## config.mk

```make
export PLATFORM = sky130hd
export DESIGN_NAME = softmax_result_serializer
export DESIGN_NICKNAME = d
export VERILOG_FILES = /design/src/rtl/softmax_pkg.sv /design/src/rtl/softmax_result_serializer.sv
export SDC_FILE = /design/constraint.sdc
export NUM_CORES = 1
export LEC_CHECK = 0
export BUFFER_PORTS_ARGS = -buffer_cell sky130_fd_sc_hd__clkbuf_2
export CAP_MARGIN = 30
export CORE_MARGIN = 10
export CORE_UTILIZATION = 40
export DETAILED_ROUTE_END_ITERATION = 7
export RECOVER_POWER = 100
export REMOVE_ABC_BUFFERS = 1
export SYNTH_ARGS = -nofsm -noshare
export SYNTH_HDL_FRONTEND = slang
export SYNTH_SLANG_ARGS = --single-unit
```

## constraint.sdc

```tcl
create_clock -name clk -period 16.8 [get_ports clk]
set_clock_uncertainty 0.15 [all_clocks]
set_input_delay 3.36 -clock clk [delete_from_list [all_inputs] [get_ports clk]]
set_output_delay 3.36 -clock clk [all_outputs]
set_load 0.01 [all_outputs]
```

## src/rtl/softmax_pkg.sv

```systemverilog
// rtl/softmax_pkg.sv - shared constants, types and helpers for the softmax result serializer
package softmax_pkg;

  localparam int ELEM_W  = 8;
  localparam int VEC_LEN = 32;
  localparam int OUT_W   = 16;
  localparam int WORDS   = VEC_LEN * ELEM_W / OUT_W;
  localparam int EPW     = OUT_W / ELEM_W;
  localparam int PTR_W   = $clog2(WORDS);
  localparam int IDX_W   = $clog2(VEC_LEN);

  typedef logic [ELEM_W-1:0] sm_elem_t;
  typedef sm_elem_t sm_vec_t [VEC_LEN];

  typedef enum logic [1:0] {
    IDLE  = 2'd0,
    DRAIN = 2'd1,
    FULL  = 2'd2
  } ser_state_e;

  // Element index of lane `lane` within output word `ptr` (lane 0 is the low byte).
  function automatic logic [IDX_W-1:0] word_elem_idx(input logic [PTR_W-1:0] ptr,
                                                     input int unsigned      lane);
    return IDX_W'(ptr) * IDX_W'(EPW) + IDX_W'(lane);
  endfunction

endpackage

```

## src/rtl/softmax_result_serializer.sv

```systemverilog
// rtl/softmax_result_serializer.sv - ping-pong buffered vector-to-word serializer with FWFT read port
// Optional tx_last output is enabled by defining SOFTMAX_SER_LAST_EN.
module softmax_result_serializer
  import softmax_pkg::*;
(
  input  logic             clk,
  input  logic             rst,
  input  sm_vec_t          data_in,
  input  logic             valid_in,
  output logic [OUT_W-1:0] tx_data,
  output logic             tx_empty,
  input  logic             tx_fifo_en,
  output logic             overflow,
  output logic             tx_last
);

  localparam logic [PTR_W-1:0] LAST_PTR = PTR_W'(WORDS - 1);

  sm_vec_t          slot_q [2];
  logic             wr_slot_q, wr_slot_d;
  logic             rd_slot_q, rd_slot_d;
  logic [PTR_W-1:0] word_ptr_q, word_ptr_d;
  logic [1:0]       cnt_q, cnt_d;
  ser_state_e       state_q, state_d;
  logic             overflow_q, overflow_d;

  logic pop, retire, accept;

  assign tx_empty = (cnt_q == 2'd0);
  assign overflow = overflow_q;

  always_comb begin
    pop    = tx_fifo_en & ~tx_empty;
    retire = pop & (word_ptr_q == LAST_PTR);
    // A retiring vector frees its slot in time for a same-cycle arrival.
    accept = valid_in & ((cnt_q != 2'd2) | retire);

    word_ptr_d = word_ptr_q;
    if (retire)   word_ptr_d = '0;
    else if (pop) word_ptr_d = word_ptr_q + PTR_W'(1);

    rd_slot_d  = rd_slot_q ^ retire;
    wr_slot_d  = wr_slot_q ^ accept;
    overflow_d = overflow_q | (valid_in & ~accept);

    cnt_d = cnt_q;
    case ({accept, retire})
      2'b10:   cnt_d = cnt_q + 2'd1;
      2'b01:   cnt_d = cnt_q - 2'd1;
      default: cnt_d = cnt_q;
    endcase

    state_d = state_q;
    case (state_q)
      IDLE:    if (accept) state_d = DRAIN;
      DRAIN: begin
        if (accept && !retire)      state_d = FULL;
        else if (retire && !accept) state_d = IDLE;
      end
      FULL:    if (retire && !accept) state_d = DRAIN;
      default: state_d = IDLE;
    endcase
  end

  always_ff @(posedge clk or posedge rst) begin
    if (rst) begin
      for (int s = 0; s < 2; s++) begin
        for (int i = 0; i < VEC_LEN; i++) begin
          slot_q[s][i] <= '0;
        end
      end
      wr_slot_q  <= 1'b0;
      rd_slot_q  <= 1'b0;
      word_ptr_q <= '0;
      cnt_q      <= 2'd0;
      state_q    <= IDLE;
      overflow_q <= 1'b0;
    end else begin
      if (accept) begin
        for (int i = 0; i < VEC_LEN; i++) begin
          slot_q[wr_slot_q][i] <= data_in[i];
        end
      end
      wr_slot_q  <= wr_slot_d;
      rd_slot_q  <= rd_slot_d;
      word_ptr_q <= word_ptr_d;
      cnt_q      <= cnt_d;
      state_q    <= state_d;
      overflow_q <= overflow_d;
    end
  end

  // Head word is muxed straight from slot registers (first-word-fall-through).
  always_comb begin
    tx_data = '0;
    for (int j = 0; j < EPW; j++) begin
      tx_data[j*ELEM_W +: ELEM_W] = slot_q[rd_slot_q][word_elem_idx(word_ptr_q, j)];
    end
  end

`ifdef SOFTMAX_SER_LAST_EN
  assign tx_last = ~tx_empty & (word_ptr_q == LAST_PTR);
`else
  assign tx_last = 1'b0;
`endif

endmodule
```

==> results of run 1 <==
-- worst min path at each step --
stage	end	cells after the start	from	slack [ns]
final	cnt_q[1]	1	cnt_q[1]	0.35
after global routing	slot_q[332]	1	slot_q[332]	0.36
after CTS	cnt_q[1]	1	cnt_q[1]	0.35
after detailed placement	cnt_q[1]	1	cnt_q[1]	0.33
after global placement	slot_q[483]	1	slot_q[483]	0.34
after floorplan	cnt_q[1]	1	cnt_q[1]	0.31
-- power by group through the flow --
| stage | combinational (mW) | sequential [mW] | clock, mW |
|---|---|---|---|
| after detailed placement | 2.32 | 2.26 | 0 |
| after global placement | 2.26 | 2.22 | 0 |
| after global routing | 2.54 | 2.33 | 1.40 |
| final | 2.33 | 2.24 | 1.30 |
| after floorplan | 2.01 | 2.25 | 0 |
| after CTS | 2.33 | 2.24 | 1.34 |
-- metal layers --
layer	up-vias	global-route usage [%]
met4	26	4.02
met2	279	28.4
met3	94	4.23
met5	-	0
met1	7713	22.6
li1	6768	-
-- layout by cell type (no fill, tap or decap), drive strengths merged, types with 2 or more instances in the layout --
cell type,instances
dfrtp,521
mux2,497
clkbuf,378
mux2i,257
a22oi,64
nand2,51
nand3,34
a21oi,32
a22o,32
inv,22
nand4,17
o21ai,16
nor3,16
a31oi,16
buf,13
clkinv,12
bufinv,5
xnor2,4
ha,4
nor2b,4
diode,3
and2,3
nor2,3
nand2b,2
clkinvlp,2
-- final cells by class --
type                       instances  area share (%)
antenna                            3          0.0271
clock buffer                      86            6.30
clock inverter                    20           0.862
inverter                          21           0.289
multi-input combinational       1059            36.2
sequential                       521            47.0
tap                              773            3.49
timing repair buffer             305            5.77
-- through the flow --
stage | util, % | area [um2]
finish | 46.9 | 27700
global route | 46.9 | 27700
CTS | 47.1 | 27900
detailed placement | 43.8 | 25900
global placement | 43.5 | 25700
floorplan | - | 23100
-- state kept, by name, summed over array words and instances (netlist names) --
name and count:
cnt_q 2, rd_slot_q 1, overflow 1, wr_slot_q 1
word_ptr_q 4, slot_q 512
-- cell families after synthesis --
kind of cell | after synthesis | share of synthesized area [%]
DFF | 521 | 54.5
muxes | 754 | 34.1
buffers and inverters | 148 | 3.66
xor gates and xnor gates | 5 | 0.183
other | 1 | 0.0157
and+or+nand+nor | 132 | 2.66
adders and majority gates | 4 | 0.209
AOI/OAI and AO/OA | 163 | 4.69
==> metrics, run 1 <==
DRT Pass-1 Iters 5; LEAKAGE between 10 and 15 nW; DR WL/cell 22.1 um; register area share after synthesis 54.5%; ys async rst share 100%; 1st-iter DRT viols slightly below 800; Yosys cell types 36; Resized cells post-CTS 0; dominant cells by area after synthesis dfrtp_1 54%, mux2_2 23%, mux2i_1 11%; clock latency on the worst-skew pair 0.59 ns; Net Sw Power a little under 2 mW; Longest Clk Path Bufs 3; WL final about 62,000 um; Synth warnings 0; Remaining DRCs 0; failing checks max-capacitance violations, max-slew violations; terminus of the critical flop-to-flop path slot_q[7]; hpwl dp between 30,000 and 40,000 um; fin. max-slew vios 884; clock transition at the registers of the reported paths about 0.060 ns; Critical Path Start Type primary input; vias between 10k and 15k; Critical Path Max Stage Delay approximately 2.8 ns; Worst EP arrival roughly 12 ns; Clk pwr share ~22%; Post-CTS Repair Setup Buffers 0; ANT nets after route 0; grt total ovfl 0; PD cells about 210 nW/um2; R2R setup slack 7.88 ns; reg2reg path depth 12; core area just under 60,000 um2; Die Y ~260 um; clock tree sinks roughly 520; fraction of layout cells with a size suffix above 1 between 40% and 50%; CP Cell Sequence clkbuf_1 > nor2b_1 > nand4_1 > nand3b_1 > and2_0 > ha_1 > clkbuf_1 > clkbuf_1 > buf_16 > and2_0 > nand2_1 > o21ai_0; Multi-input gate area 10,000 um2; Most used DFF post-synth dfrtp_1; number of register bits inferred by synthesis 521; CP Launch Point tx_fifo_en; row count between 80 and 90; IO Count roughly 280; Yosys top cell area share between 50% and 60%; placed cell count roughly 2.7k; overall power ~5.9 mW; slowest CP cell clkbuf_1; Levels on crit path 12; Combinational Power Share 39.6%; Crit. End Element flop; Clock Tree Root clkbuf_16; fmax just under 90 MHz; largest net degree at the start of global routing 169; Die W between 200 and 300 um; WL met1 between 20,000 and 30,000 um; die area approximately 70,000 um2; initial antenna violation count 18; CTS tree done; Max Cap Viol 16; first-pass GRT wire length between 90,000 and 100,000 um; period utilization 67.4%; fin nets 2,230; Hold WS roughly 0.35 ns; Yosys top cell by area dfrtp_1; Post-Syn Area approximately 24,000 um2; GP Congestion between 0.7 and 0.8; FF-to-FF Start cnt_q[0]; Worst Path Max Fanout 66; Tightest Hold Check Type reg -> reg; TNS Setup 0 ns; final critical-path required period ~11 ns; met2 WL 29,800 um; setup violators final 0; Avg Inst Size Synth 13.9 um2; Hold Vio Cnt, Final 0; synth-to-layout area growth 15.8%; VDD IR max ~0.00011 V; # fillers roughly 5.3k; Register Area 13,000 um2; Num CTS Buffers 58; Place WS 9.00 ns; vias per cell 5.34; Initial Util 40.5%; most frequent cell after synthesis dfrtp_1; CP delay by family, top buffers and inverters; top cells by count, synth 521 x dfrtp_1, 497 x mux2_2, 257 x mux2i_1; Crit path required time ~17 ns; Post-synth EDFFs 0; global-route usage over all layers about 17%; CTS Hold Bufs 0; CP Buf/Inv Count 4; port bufs 277; worst-margin pin slew 5.60 ns; vias in the first global route about 16k; Slew headroom -275%; share of total power in sequential cells between 30% and 40%; CP dominant cell by count clkbuf_1; sw frac ~33%; critical path class in -> reg; PnR worst setup slack around 5.5 ns; Non-Filler Instances between 2k and 3k; Pint 3.92 mW; uppermost routed layer met5; RSZ-0062 raised after global routing false; Cells after Synth between 1.5k and 2k; end of the critical path slot_q[7]; H-Tree Depth 2; met3 wire length about 3300 um; outcome finished, violations left
Note: power is estimated with default switching activity, not from simulation.
==> run 2, diff against run 1 <==
--- a/config.mk
+++ b/config.mk
@@ -5,6 +5,7 @@
 export SDC_FILE = /design/constraint.sdc
 export NUM_CORES = 1
 export LEC_CHECK = 0
+export ABC_AREA = 1
 export BUFFER_PORTS_ARGS = -buffer_cell sky130_fd_sc_hd__clkbuf_2
 export CAP_MARGIN = 30
 export CORE_MARGIN = 10
==> constraint.sdc (replaced) <==
create_clock -name clk -period 11.1 [get_ports clk]
set_clock_uncertainty 0.15 [all_clocks]
set_input_delay 2.22 -clock clk [delete_from_list [all_inputs] [get_ports clk]]
set_output_delay 2.22 -clock clk [all_outputs]
set_load 0.01 [all_outputs]
==> run 2 against run 1 <==
Net effect:
- the flow still finishes with violations (max-capacitance violations, max-slew violations)
- utilization decreased by 0.65 points
- synthesized cell count increased by 37%
- global-route usage increased by 1.9 points
- clock power increased by 55%
- cell count increased by 22%
- hold slack improved by 0.0074 ns
- combinational power increased by 61%
- design area increased by 2.5%
- sequential share of layout area decreased by 1.1 points
- non-clock buffer count unchanged
- register-to-register slack got worse by 5.1 ns
- highest routed layer unchanged
==> metrics, run 2 <==
period utilization between 70 and 80%; global-route usage over all layers 19.2% (was 17.3%); ys async rst share 100% (unchanged); RSZ-0062 raised after global routing false (unchanged); Pint 5.82 mW (was 3.92 mW); R2R setup slack 2.81 ns (was 7.88 ns); Num CTS Buffers 58 (unchanged); Crit path required time 11.42 ns (was 17.11 ns); most common cell after layout, fill and taps aside nand2_1 (was dfrtp_1); Largest Register slot_q (unchanged); row count 91 (was 89); Largest register FFs 512 (unchanged); Remaining DRCs 0 (unchanged); clock transition at the registers of the reported paths 0.06 ns (about the same); core area 61,500 um2 (was 59,100 um2); Worst EP arrival 8.62 ns (was 11.62 ns); Post-synth EDFFs 0 (unchanged); ANT nets after route 0 (unchanged); Place WS 5.12 ns (was 9.00 ns); Slew headroom -237% (was -275%); Hold Vio Cnt, Final 0 (unchanged); Yosys cell types 24 (was 36); VDD IR max 0.000170 V (was 0.000112 V); largest net degree at the start of global routing 143 (was 169); Yosys top cell area share 52.7% (was 54.5%); H-Tree Depth 2 (unchanged); critical path class reg -> reg (was in -> reg); initial antenna violation count 7 (was 18); first-pass GRT wire length 109,000 um (was 95,400 um); dominant cells by area after synthesis dfrtp_1 53%, mux2_2 23%, nand2_1 11% (was dfrtp_1 54%, mux2_2 23%, mux2i_1 11%); Non-Filler Instances 3,409 (was 2,788); register area share after synthesis 52.7% (was 54.5%); failing checks max-capacitance violations, max-slew violations (unchanged); WL final 70,100 um (was 61,600 um); clock latency on the worst-skew pair 0.60 ns (was 0.59 ns); Register Area 13,000 um2 (about the same); Yosys top cell by area dfrtp_1 (unchanged); CTS tree done (unchanged); die area 72,300 um2 (was 70,000 um2); top cells by count, synth 724 x nand2_1, 521 x dfrtp_1, 496 x mux2_2 (was 521 x dfrtp_1, 497 x mux2_2, 257 x mux2i_1); Synth warnings 0 (unchanged); PD cells 324 nW/um2 (was 212 nW/um2); fmax between 100 and 150 MHz; Post-CTS Repair Setup Buffers 0 (unchanged); placed cell count 3,295 (was 2,678); overall power 9.23 mW (was 5.87 mW); Clk pwr share 21.8% (was 22.2%); Crit. End Element flop (unchanged); Tightest Hold Check Type reg -> reg (unchanged); Combinational Power Share 40.8% (was 39.6%); GP Congestion 0.759 (was 0.724); share of total power in sequential cells 37.4% (was 38.2%); Die W 269 um (was 265 um); outcome finished, violations left (unchanged); hpwl dp 43,400 um (was 39,000 um); Die Y 269 um (was 265 um); Cells after Synth 2,370 (was 1,728); most frequent cells in the layout 724 x nand2_1, 518 x dfrtp_1, 496 x mux2_2, 387 x nand3_1, 261 x clkbuf_2 (was 519 x dfrtp_1, 497 x mux2_2, 263 x clkbuf_2, 257 x mux2i_1, 64 x a22oi_1); # fillers 5,768 (was 5,323); Max Cap Viol 7 (was 16); DRT Pass-1 Iters 5 (unchanged); IO Count 279 (unchanged); PnR worst setup slack 2.81 ns (was 5.48 ns); TNS Setup 0 ns (unchanged); LEAKAGE 13.1 nW (was 11.9 nW); Longest Clk Path Bufs 3 (unchanged); vias per cell 5.30 (was 5.34); vias 18.1k (was 14.9k); DR WL/cell 20.6 um (was 22.1 um); Avg Inst Size Synth 10.4 um2 (was 13.9 um2); fraction of layout cells with a size suffix above 1 33.9% (was 43.6%); fin nets 2,831 (was 2,230); sw frac 36.9% (was 33.2%); final critical-path required period 8.29 ns; worst-margin pin slew 5.03 ns (was 5.60 ns); fin. max-slew vios 364 (was 884); Most used DFF post-synth dfrtp_1 (unchanged); Critical Path Start Type flop (was primary input); Net Sw Power 3.40 mW (was 1.95 mW); 1st-iter DRT viols 1,331 (was 775); Multi-input gate area 10,500 um2 (was 10,000 um2); CTS Hold Bufs 0 (unchanged); port bufs 277 (unchanged); largest registers slot_q: 512 flops, word_ptr_q: 4 flops, cnt_q: 2 flops (unchanged); synth-to-layout area growth 14.8% (was 15.8%); grt total ovfl 0 (unchanged); most frequent cell after synthesis nand2_1 (was dfrtp_1); Worst Path Max Fanout 58 (was 66); Initial Util 40.3% (was 40.5%); Clock Tree Root clkbuf_16 (unchanged); number of register bits inferred by synthesis 521 (unchanged); Post-Syn Area 24,800 um2 (was 23,900 um2); setup violators final 0 (unchanged); clock tree sinks 521 (unchanged); Resized cells post-CTS 0 (unchanged); vias in the first global route 19.1k (was 16.1k)
## run 2: power groups by stage
stage | sequential [mW] | clock, mW | combinational [mW]
3_3_place_gp | 3.42 | 0 | 3.69
6_report | 3.45 | 2.01 | 3.76
2_1_floorplan | 3.41 | 0 | 2.96
4_1_cts | 3.45 | 2.06 | 3.82
5_1_grt | 3.57 | 2.14 | 4.18
3_5_place_dp | 3.48 | 0 | 3.81
## run 2: kinds of logic after synthesis
kind of cell	count (synthesis)	synth area share (%)
AND/OR/NAND/NOR	1115	18.9
adder cells (fa/ha/maj)	4	0.202
multiplexers	496	22.6
XOR/XNOR	5	0.177
flip-flops	521	52.7
AO/OA/AOI/OAI	22	0.536
other	1	0.0151
buffers and inverters	206	4.99
## run 2: final cells by class
class | count | area share, %
sequential | 521 | 45.9
multi-input combinational | 1643 | 36.9
clock buffer | 87 | 6.20
timing repair buffer | 305 | 6.05
tap | 790 | 3.48
clock inverter | 20 | 0.920
inverter | 38 | 0.546
antenna | 5 | 0.0440
## run 2: metal layers
layer / GRT usage, % / wire length [um] / vias to the layer above
met5: 0 / 32 / -
met4: 5.68 / 1350 / 4
met3: 2.89 / 3120 / 91
met2: 33.3 / 35900 / 400
met1: 24.3 / 29700 / 9200
li1: - / - / 8358
## run 2: final timing paths
check	endpoint	start	cells after the start
min in group asynchronous	slot_q[509]	rst	2
max in group asynchronous	slot_q[127]	rst	3
worst min register to register	slot_q[326]	slot_q[326]	1
worst min-delay path	slot_q[326]	slot_q[326]	1
worst max-delay path	slot_q[404]	word_ptr_q[0]	12
worst max register to register	slot_q[404]	word_ptr_q[0]	12
## run 2: stage by stage
stage          area (um2)  hold WS, ns  utilization, %
5_1_grt             28400        0.362            46.2
2_1_floorplan       23700        0.331               -
4_1_cts             28500        0.358            46.3
3_5_place_dp        26400        0.345            43.0
3_3_place_gp        26300        0.339            42.8
6_report            28400        0.354            46.2
## run 2: worst max-delay path, cell delays in order (launching register included)
cell      delay, ns
dfrtp_1        2.12
clkbuf_1       0.99
buf_16         0.39
ha_1           0.21
inv_1          0.04
nor2_1         0.15
nand3_1        0.20
nand3_1        0.17
nand2_1        0.08
inv_1          0.09
ha_1           1.35
clkbuf_1       1.66
mux2_2         0.46
